$ cat src/rtl/rv32_instr_encoder.sv
// RV32IM instruction encoder: legality-checks field descriptors, packs them into
// 32-bit words and queues them in a small FIFO with valid/ready on both sides.
module rv32_instr_encoder #(
  parameter int DEPTH = 2,
  parameter int CNT_W = 16
) (
  input  logic             CLK,
  input  logic             RESET_N,
  input  logic             IN_VALID,
  output logic             IN_READY,
  input  logic [2:0]       TYPE_SEL,
  input  logic [6:0]       OPCODE,
  input  logic [2:0]       FUNC3,
  input  logic [6:0]       FUNC7,
  input  logic [4:0]       RD,
  input  logic [4:0]       RS1,
  input  logic [4:0]       RS2,
  input  logic [31:0]      IMM,
  output logic             OUT_VALID,
  input  logic             OUT_READY,
  output logic [31:0]      OUT_INSTR,
  output logic             OUT_ILLEGAL,
  output logic [CNT_W-1:0] EMIT_COUNT,
  output logic [CNT_W-1:0] ERR_COUNT
);

  localparam int PTR_W = $clog2(DEPTH);
  localparam logic [PTR_W:0] OCC_FULL = (PTR_W+1)'(DEPTH);

  localparam logic [2:0] FMT_B = 3'd0;
  localparam logic [2:0] FMT_J = 3'd1;
  localparam logic [2:0] FMT_S = 3'd2;
  localparam logic [2:0] FMT_U = 3'd3;
  localparam logic [2:0] FMT_I = 3'd4;
  localparam logic [2:0] FMT_R = 3'd5;

  localparam logic [31:0] NOP_WORD = 32'h0000_0013;

  // True when v survives an arithmetic shift by msb as pure sign extension,
  // i.e. v[31:msb] are all equal.
  function automatic logic fits_signed(input logic signed [31:0] v, input int msb);
    logic signed [31:0] s;
    s = v >>> msb;
    return (s == 32'sd0) || (s == -32'sd1);
  endfunction

  function automatic logic desc_legal(input logic [2:0] fmt, input logic [6:0] op,
                                      input logic signed [31:0] imm);
    logic ok;
    ok = (op[1:0] == 2'b11);
    case (fmt)
      FMT_I, FMT_S: ok = ok && fits_signed(imm, 11);
      FMT_B:        ok = ok && fits_signed(imm, 12) && !imm[0];
      FMT_J:        ok = ok && fits_signed(imm, 20) && !imm[0];
      FMT_U:        ok = ok && (imm[11:0] == 12'd0);
      FMT_R:        ok = ok;
      default:      ok = 1'b0;
    endcase
    return ok;
  endfunction

  function automatic logic [31:0] encode(input logic [2:0] fmt, input logic [6:0] op,
                                         input logic [2:0] f3, input logic [6:0] f7,
                                         input logic [4:0] rd, input logic [4:0] rs1,
                                         input logic [4:0] rs2,
                                         input logic signed [31:0] imm);
    logic [31:0] w;
    case (fmt)
      FMT_R:   w = {f7, rs2, rs1, f3, rd, op};
      FMT_I:   w = {imm[11:0], rs1, f3, rd, op};
      FMT_S:   w = {imm[11:5], rs2, rs1, f3, imm[4:0], op};
      FMT_B:   w = {imm[12], imm[10:5], rs2, rs1, f3, imm[4:1], imm[11], op};
      FMT_U:   w = {imm[31:12], rd, op};
      FMT_J:   w = {imm[20], imm[10:1], imm[11], imm[19:12], rd, op};
      default: w = NOP_WORD;
    endcase
    return w;
  endfunction

  // Stage p0: combinational check and pack of the offered descriptor
  logic signed [31:0] imm_p0;
  logic               enc_illegal_p0;
  logic [31:0]        enc_word_p0;

  assign imm_p0 = signed'(IMM);

  always_comb begin
    enc_illegal_p0 = !desc_legal(TYPE_SEL, OPCODE, imm_p0);
    enc_word_p0    = NOP_WORD;
    if (!enc_illegal_p0)
      enc_word_p0 = encode(TYPE_SEL, OPCODE, FUNC3, FUNC7, RD, RS1, RS2, imm_p0);
  end

  // Stage p1: output FIFO holding {illegal, instr}
  logic [32:0]      fifo_mem_p1 [DEPTH];
  logic [PTR_W-1:0] wr_ptr_p1;
  logic [PTR_W-1:0] rd_ptr_p1;
  logic [PTR_W:0]   occ_p1;
  logic [32:0]      head_p1;
  logic             push;
  logic             pop;

  assign IN_READY  = (occ_p1 != OCC_FULL);
  assign OUT_VALID = (occ_p1 != '0);
  assign push      = IN_VALID && IN_READY;
  assign pop       = OUT_VALID && OUT_READY;

  always_ff @(posedge CLK or negedge RESET_N) begin
    if (!RESET_N) begin
      wr_ptr_p1  <= '0;
      rd_ptr_p1  <= '0;
      occ_p1     <= '0;
      EMIT_COUNT <= '0;
      ERR_COUNT  <= '0;
    end else begin
      if (push) begin
        wr_ptr_p1 <= wr_ptr_p1 + PTR_W'(1);
        if (enc_illegal_p0)
          ERR_COUNT <= ERR_COUNT + CNT_W'(1);
      end
      if (pop) begin
        rd_ptr_p1  <= rd_ptr_p1 + PTR_W'(1);
        EMIT_COUNT <= EMIT_COUNT + CNT_W'(1);
      end
      case ({push, pop})
        2'b10:   occ_p1 <= occ_p1 + (PTR_W+1)'(1);
        2'b01:   occ_p1 <= occ_p1 - (PTR_W+1)'(1);
        default: occ_p1 <= occ_p1;
      endcase
    end
  end

  // Storage is not reset; the pointers alone decide what is live.
  always_ff @(posedge CLK) begin
    if (push)
      fifo_mem_p1[wr_ptr_p1] <= {enc_illegal_p0, enc_word_p0};
  end

  assign head_p1     = fifo_mem_p1[rd_ptr_p1];
  assign OUT_INSTR   = OUT_VALID ? head_p1[31:0] : 32'd0;
  assign OUT_ILLEGAL = OUT_VALID ? head_p1[32]   : 1'b0;

endmodule

$ cat config.mk
export PLATFORM = sky130hd
export DESIGN_NAME = rv32_instr_encoder
export DESIGN_NICKNAME = d
export VERILOG_FILES = /design/src/rtl/rv32_instr_encoder.sv
export SDC_FILE = /design/constraint.sdc
export NUM_CORES = 1
export LEC_CHECK = 0
export BUFFER_PORTS_ARGS = -buffer_cell sky130_fd_sc_hd__buf_2
export CORE_UTILIZATION = 57
export DETAILED_ROUTE_END_ITERATION = 8
export PLACE_DENSITY = 0.86
export SYNTH_ARGS = -nofsm -noshare
export SYNTH_HDL_FRONTEND = slang
export SYNTH_SLANG_ARGS = --single-unit
$ cat constraint.sdc
create_clock -name CLK -period 4.5 [get_ports CLK]
set_clock_uncertainty 0.1 [all_clocks]
set_input_delay 0.225 -clock CLK [delete_from_list [all_inputs] [get_ports CLK]]
set_output_delay 0.225 -clock CLK [all_outputs]
set_load 0.01 [all_outputs]
==> results.toml, run 1 <==
[die]
boundaryPins = 138
core_area_sq_um = 8720
row_count = 34
die_w_um = 96.9
initial_core_util_pct = 58.8
die_height_um = 96.9
dieArea_sq_um = 9380

[drt]
vias_per_cell = 5.85
drt_iter0_drc = 382
drt_pass1_iterations = 5
wl_per_cell_um = 16.9
routed_wirelength_mm = 11.9
vias = 4127
antenna_left = 0
remaining_drc_errors = 0

[yosys]
netlist_area_sq_um = 5130
yosysSeqAreaShare_pct = 56.2
syn_inst = 462
synthArstFlopShare_pct = 35.3
yosysWarnings = 0
synth.area.top_cells = "edfxtp_1 (39%), dfrtp_1 (18%), mux2i_1 (9.6%), nor2_1 (6.1%), xor2_1 (3.2%)"
yosysTopAreaCell = "edfxtp_1"
avgSynthCellArea_sq_um = 11.1
synth_edf_count = 66
synth_seq_cells = 102
synth_top_area_share_pct = 38.6
synth-main-ff-cell = "edfxtp_1"
yosys.cell_types.count = 43

[finish]
nets = 666
drive_gt1_share_pct = 29.0
final_cell_mix = "buf_2 (137), nor2_1 (82), edfxtp_1 (66)"
fill_cells = 634
area_growth_pct = 18.7
final_cell_count_no_fill = 705
fin_area_sq_um = 6090
multiInputGateArea_sq_um = 2140
antennaDiodeCount = 0
final_common_cell = "buf_2"
seqCellArea_sq_um = 2880
fin_util_pct = 69.8

[sta]
period_share_pct = 61.9
rsz0062_at_grt = "false"
fin_ws_ns = 1.72
slew-limit-headroom_pct = 23.9
hold_ws_ns = 0.0570
tns_ns = 0
setup_viol = 0
hold_violations = 0
slew_viol_final = 0
worstMarginPinSlew_ns = 1.13
period_needed_ns = 2.78
fmax_mhz = 359

[clock_tree]
clock_latency_ns = 0.36
cts_buffers = 9
cts_buffer_depth = 2
path_clk_slew_ns = 0.10
cts.sinks = 102
cts_setup_buffers = 0
cts_tree = "built"
htree_levels = 3
root_buffer = "clkbuf_8"

[global_routing]
grt_max_degree = 42
grt_pass1_wl_mm = 19.0
grt_usage_pct = 25.6
antenna_found_initial = 0
grt_pass1_vias = 3905
overflow = 0

[setup_path]
worstReg2RegEnd = "fifo_mem_p1[0][13]"
cp_slowest_cell = "nor2_4"
path_max_fanout = 41
start_kind = "input pin"
path_common_cell = "o21ai_0"
path_class = "in2reg"
cpPeakStageDelay_ns = 0.82
reg2reg_setup_slack_ns = 2.31
required_ns = 4.47
rr_worst_depth = 3
arrival_ns = 2.75
crit_chain = "buf_2 > o21ai_0 > o21ai_0 > o211ai_2 > nor2_4 > nor2_1"
cp-end-kind = "register"
regToRegStartpoint = "occ_p1[0]"

[power_and_ir_drop]
p_leak_nw = 2.70
vdd.ir_drop.worst_v = 0.000331
p_total_mw = 3.06
powerDensity_nw_per_um2 = 503

[run]
drv_cap = 0

[outcome]
status = "finished clean"

[placed_design]
place_ws_ns = 1.37
place_hpwl_mm = 8.31
dp_cells = 688
placed_cell_area_sq_um = 5880
gp_congestion = 0.899
io_buffers = 137

[hold_path]
hold_start = "OPCODE[4]"
worst_hold_path.endpoint = "fifo_mem_p1[0][4]"
hold_class = "in2reg"
min_path_cells = 2
[Yosys cell counts, types with 2 or more instances]
cell type	number
or4_1	2
dfrtp_1	36
mux2i_1	49
nor3_2	6
edfxtp_1	66
inv_1	7
nand2_1	23
o22ai_1	6
nor4_1	18
xor2_1	19
a21oi_1	26
xnor2_1	16
nand3_1	14
a221oi_1	4
a211oi_2	4
nor2_1	84
ha_1	3
o21ai_0	6
and3_1	5
nand2b_1	9
nand4_1	9
clkbuf_1	14
nor2b_1	5
nor3_1	7
buf_2	6
[worst max-delay path, delay by kind of cell]
family          cells  cell delay, ns
compound gates      3            0.85
buf+inv             1            0.67
simple gates        2            0.99
[per-layer routing]
metal,GRT usage (%),wire length [um],vias to the layer above
met1,34.5,5010,1980
met4,9.41,339,0
met3,3.83,757,34
met2,42.4,5830,194
li1,-,-,1919
met5,0,0,-
[state kept, by name (all words and copies together) (netlist names)]
| signal | count |
|---|---|
| wr_ptr_p1 | 1 |
| ERR_COUNT | 16 |
| fifo_mem_p1 | 66 |
| EMIT_COUNT | 16 |
| rd_ptr_p1 | 1 |
| occ_p1 | 2 |
[timing repair]
item | 4_1_cts | 5_1_grt
hold buffers | 1 | 0
resized for setup | 0 | 0
endpoints found under the hold margin | 36 | 0
setup endpoints to repair | 0 | 0
[cells by family after synthesis]
group                    after synthesis  share of synthesized area, %
flip-flops                           102                          56.2
adder cells (fa/ha/maj)                3                         0.732
AO/OA/AOI/OAI                         52                          6.44
buffers and inverters                 31                          2.63
other                                  1                        0.0731
XOR/XNOR                              35                          5.98
multiplexers                          52                          10.4
AND/OR/NAND/NOR                      186                          17.5
[power breakdown]
group	internal [mW]	total, mW	leakage (nW)	switching (mW)
clock network	0.243	0.579	0.105	0.336
logic	0.451	1.04	1.52	0.586
registers	1.24	1.44	1.08	0.203
total	1.93	3.06	2.70	1.13
[how the worst max path moves through the flow]
stage | slack [ns] | from | to | depth (start not counted)
after detailed placement | 1.37 | TYPE_SEL[0] | fifo_mem_p1[0][8] | 6
after global routing | 1.50 | TYPE_SEL[2] | fifo_mem_p1[1][4] | 7
after CTS | 1.75 | TYPE_SEL[0] | fifo_mem_p1[0][8] | 6
after global placement | 1.54 | TYPE_SEL[0] | fifo_mem_p1[0][18] | 6
final | 1.72 | TYPE_SEL[0] | fifo_mem_p1[1][19] | 6
after floorplan | 1.77 | occ_p1[0] | fifo_mem_p1[0][0] | 3
[final cells by class]
class	count	area share, %
Multi-Input combinational cell	332	35.1
Timing Repair Buffer	139	11.6
Inverter	8	0.493
Clock buffer	10	2.45
Clock inverter	6	0.761
Tap cell	108	2.22
Sequential cell	102	47.4
Note: power is estimated with default switching activity, not from simulation.
==> run 2, diff against run 1 <==
--- a/config.mk
+++ b/config.mk
@@ -6,9 +6,9 @@
 export NUM_CORES = 1
 export LEC_CHECK = 0
 export BUFFER_PORTS_ARGS = -buffer_cell sky130_fd_sc_hd__buf_2
-export CORE_UTILIZATION = 57
+export CORE_UTILIZATION = 53
 export DETAILED_ROUTE_END_ITERATION = 8
-export PLACE_DENSITY = 0.86
+export PLACE_DENSITY = 0.8
 export SYNTH_ARGS = -nofsm -noshare
 export SYNTH_HDL_FRONTEND = slang
 export SYNTH_SLANG_ARGS = --single-unit
==> constraint.sdc (replaced) <==
create_clock -name CLK -period 2.68 [get_ports CLK]
set_clock_uncertainty 0.1 [all_clocks]
set_input_delay 0.134 -clock CLK [delete_from_list [all_inputs] [get_ports CLK]]
set_output_delay 0.134 -clock CLK [all_outputs]
set_load 0.01 [all_outputs]
==> results.toml, run 2 (same netlist as run 1, synthesis figures left out) <==
[die]
die_height_um = 100
core_area_sq_um = 9330
dieArea_sq_um = 10100
boundaryPins = 138
row_count = 35
die_w_um = 100
initial_core_util_pct = 55.0

[global_routing]
grt_pass1_vias = 3864
overflow = 0
grt_max_degree = 37
grt_usage_pct = 24.9
grt_pass1_wl_mm = 19.3
antenna_found_initial = 0

[finish]
nets = 679
seqCellArea_sq_um = 2880
final_common_cell = "buf_2"
fill_cells = 734
top_register = "fifo_mem_p1"
drive_gt1_share_pct = 30.2
final_cell_mix = "buf_2 (137), nor2_1 (82), edfxtp_1 (66)"
antennaDiodeCount = 0
multiInputGateArea_sq_um = 2130
reg_top3 = "fifo_mem_p1 x66, EMIT_COUNT x16, ERR_COUNT x16"
largest_reg_flops = 66
area_growth_pct = 21.0

[hold_path]
min_path_cells = 2
hold_class = "in2reg"

[clock_tree]
cts_buffer_depth = 2
root_buffer = "clkbuf_8"
cts.sinks = 102
clock_latency_ns = 0.36
cts_setup_buffers = 0
htree_levels = 3
cts_tree = "built"
path_clk_slew_ns = 0.10
cts_buffers = 9
post_cts_resized = 0

[sta]
period_needed_ns = 2.18
tns_ns = 0
setup_viol = 0
period_share_pct = 81.5
slew-limit-headroom_pct = 36.9
hold_violations = 0
fmax_mhz = 458
rsz0062_at_grt = "false"
slew_viol_final = 0
worstMarginPinSlew_ns = 0.946
hold_ws_ns = 0.0403

[drt]
remaining_drc_errors = 0
drt_pass1_iterations = 5
vias_per_cell = 5.56
wl_per_cell_um = 16.4
antenna_left = 0
drt_iter0_drc = 255
routed_wirelength_mm = 12.1
vias = 4106

[power_and_ir_drop]
p_total_mw = 5.16
swShare_pct = 37.5
seq_power_share_pct = 45.9
switchingPower_mw = 1.93
p_clk_share_pct = 17.8
vdd.ir_drop.worst_v = 0.000454
p_int_mw = 3.22
p_leak_nw = 2.76
combPwrFrac_pct = 36.3
powerDensity_nw_per_um2 = 831

[setup_path]
required_ns = 2.45
cp-end-kind = "primary output"
path_class = "reg2out"
start_kind = "register"
crit_chain = "buf_4 > mux2i_1 > nor2_1 > buf_2"
rr_worst_depth = 6
path_max_fanout = 21
arrival_ns = 1.95
cp_slowest_cell = "dfrtp_2"
cpPeakStageDelay_ns = 0.80

[placed_design]
io_buffers = 137
place_hpwl_mm = 8.77
gp_congestion = 0.973

[outcome]
status = "finished clean"

[run]
drv_cap = 0
run 2: repair_timing:
item | CTS | global route
hold endpoints to repair | 38 | 0
endpoints found under the setup margin | 0 | 0
hold buffers | 2 | 0
run 2: cell type report:
| cell class | count | share of cell area, % |
|---|---|---|
| timing repair buffer | 152 | 12.9 |
| clock inverter | 7 | 1.15 |
| clock buffer | 9 | 2.00 |
| multi-input combinational | 332 | 34.4 |
| sequential | 102 | 46.5 |
| tap | 129 | 2.60 |
| inverter | 8 | 0.484 |
run 2: power by group through the flow:
| stage | logic [mW] | clock network (mW) | registers [mW] |
|---|---|---|---|
| floorplan | 1.15 | 0 | 2.32 |
| global placement | 1.83 | 0 | 2.37 |
| detailed placement | 1.87 | 0 | 2.40 |
| CTS | 1.89 | 0.930 | 2.36 |
| global route | 2.04 | 0.992 | 2.41 |
| finish | 1.87 | 0.917 | 2.37 |
run 2: stage by stage:
step	util [%]	std cells	instance area, sq um	setup WS (ns)
4_1_cts	66.5	739	6210	0.476
5_1_grt	66.5	739	6210	0.365
3_5_place_dp	64.2	721	5990	0.251
2_1_floorplan	-	465	5140	0.494
3_3_place_gp	64.2	721	5990	0.353
6_report	66.5	739	6210	0.495
run 2: worst paths after layout:
path                                     end           from  slack, ns
max                             OUT_INSTR[8]      rd_ptr_p1       0.50
min                        fifo_mem_p1[0][3]      OPCODE[3]       0.04
max reg2reg                    ERR_COUNT[13]      occ_p1[0]       0.60
min reg2reg                    EMIT_COUNT[8]  EMIT_COUNT[8]       0.39
max in group asynchronous          rd_ptr_p1        RESET_N       1.62
min in group asynchronous      EMIT_COUNT[9]        RESET_N       0.29
run 2: metal layers:
| layer | wire, um | vias to the layer above | global-route usage [%] |
|---|---|---|---|
| met1 | 5360 | 1969 | 35.1 |
| met5 | 0 | - | 0 |
| met3 | 710 | 18 | 3.97 |
| met2 | 5840 | 169 | 39.8 |
| li1 | - | 1950 | - |
| met4 | 184 | 0 | 7.80 |
run 2: worst max-delay path, delay by kind of cell (launching register included):
kind,cells,cell delay (ns)
flip-flops,1,0.80
multiplexers,1,0.25
AND/OR/NAND/NOR,1,0.06
buffers and inverters,2,0.49
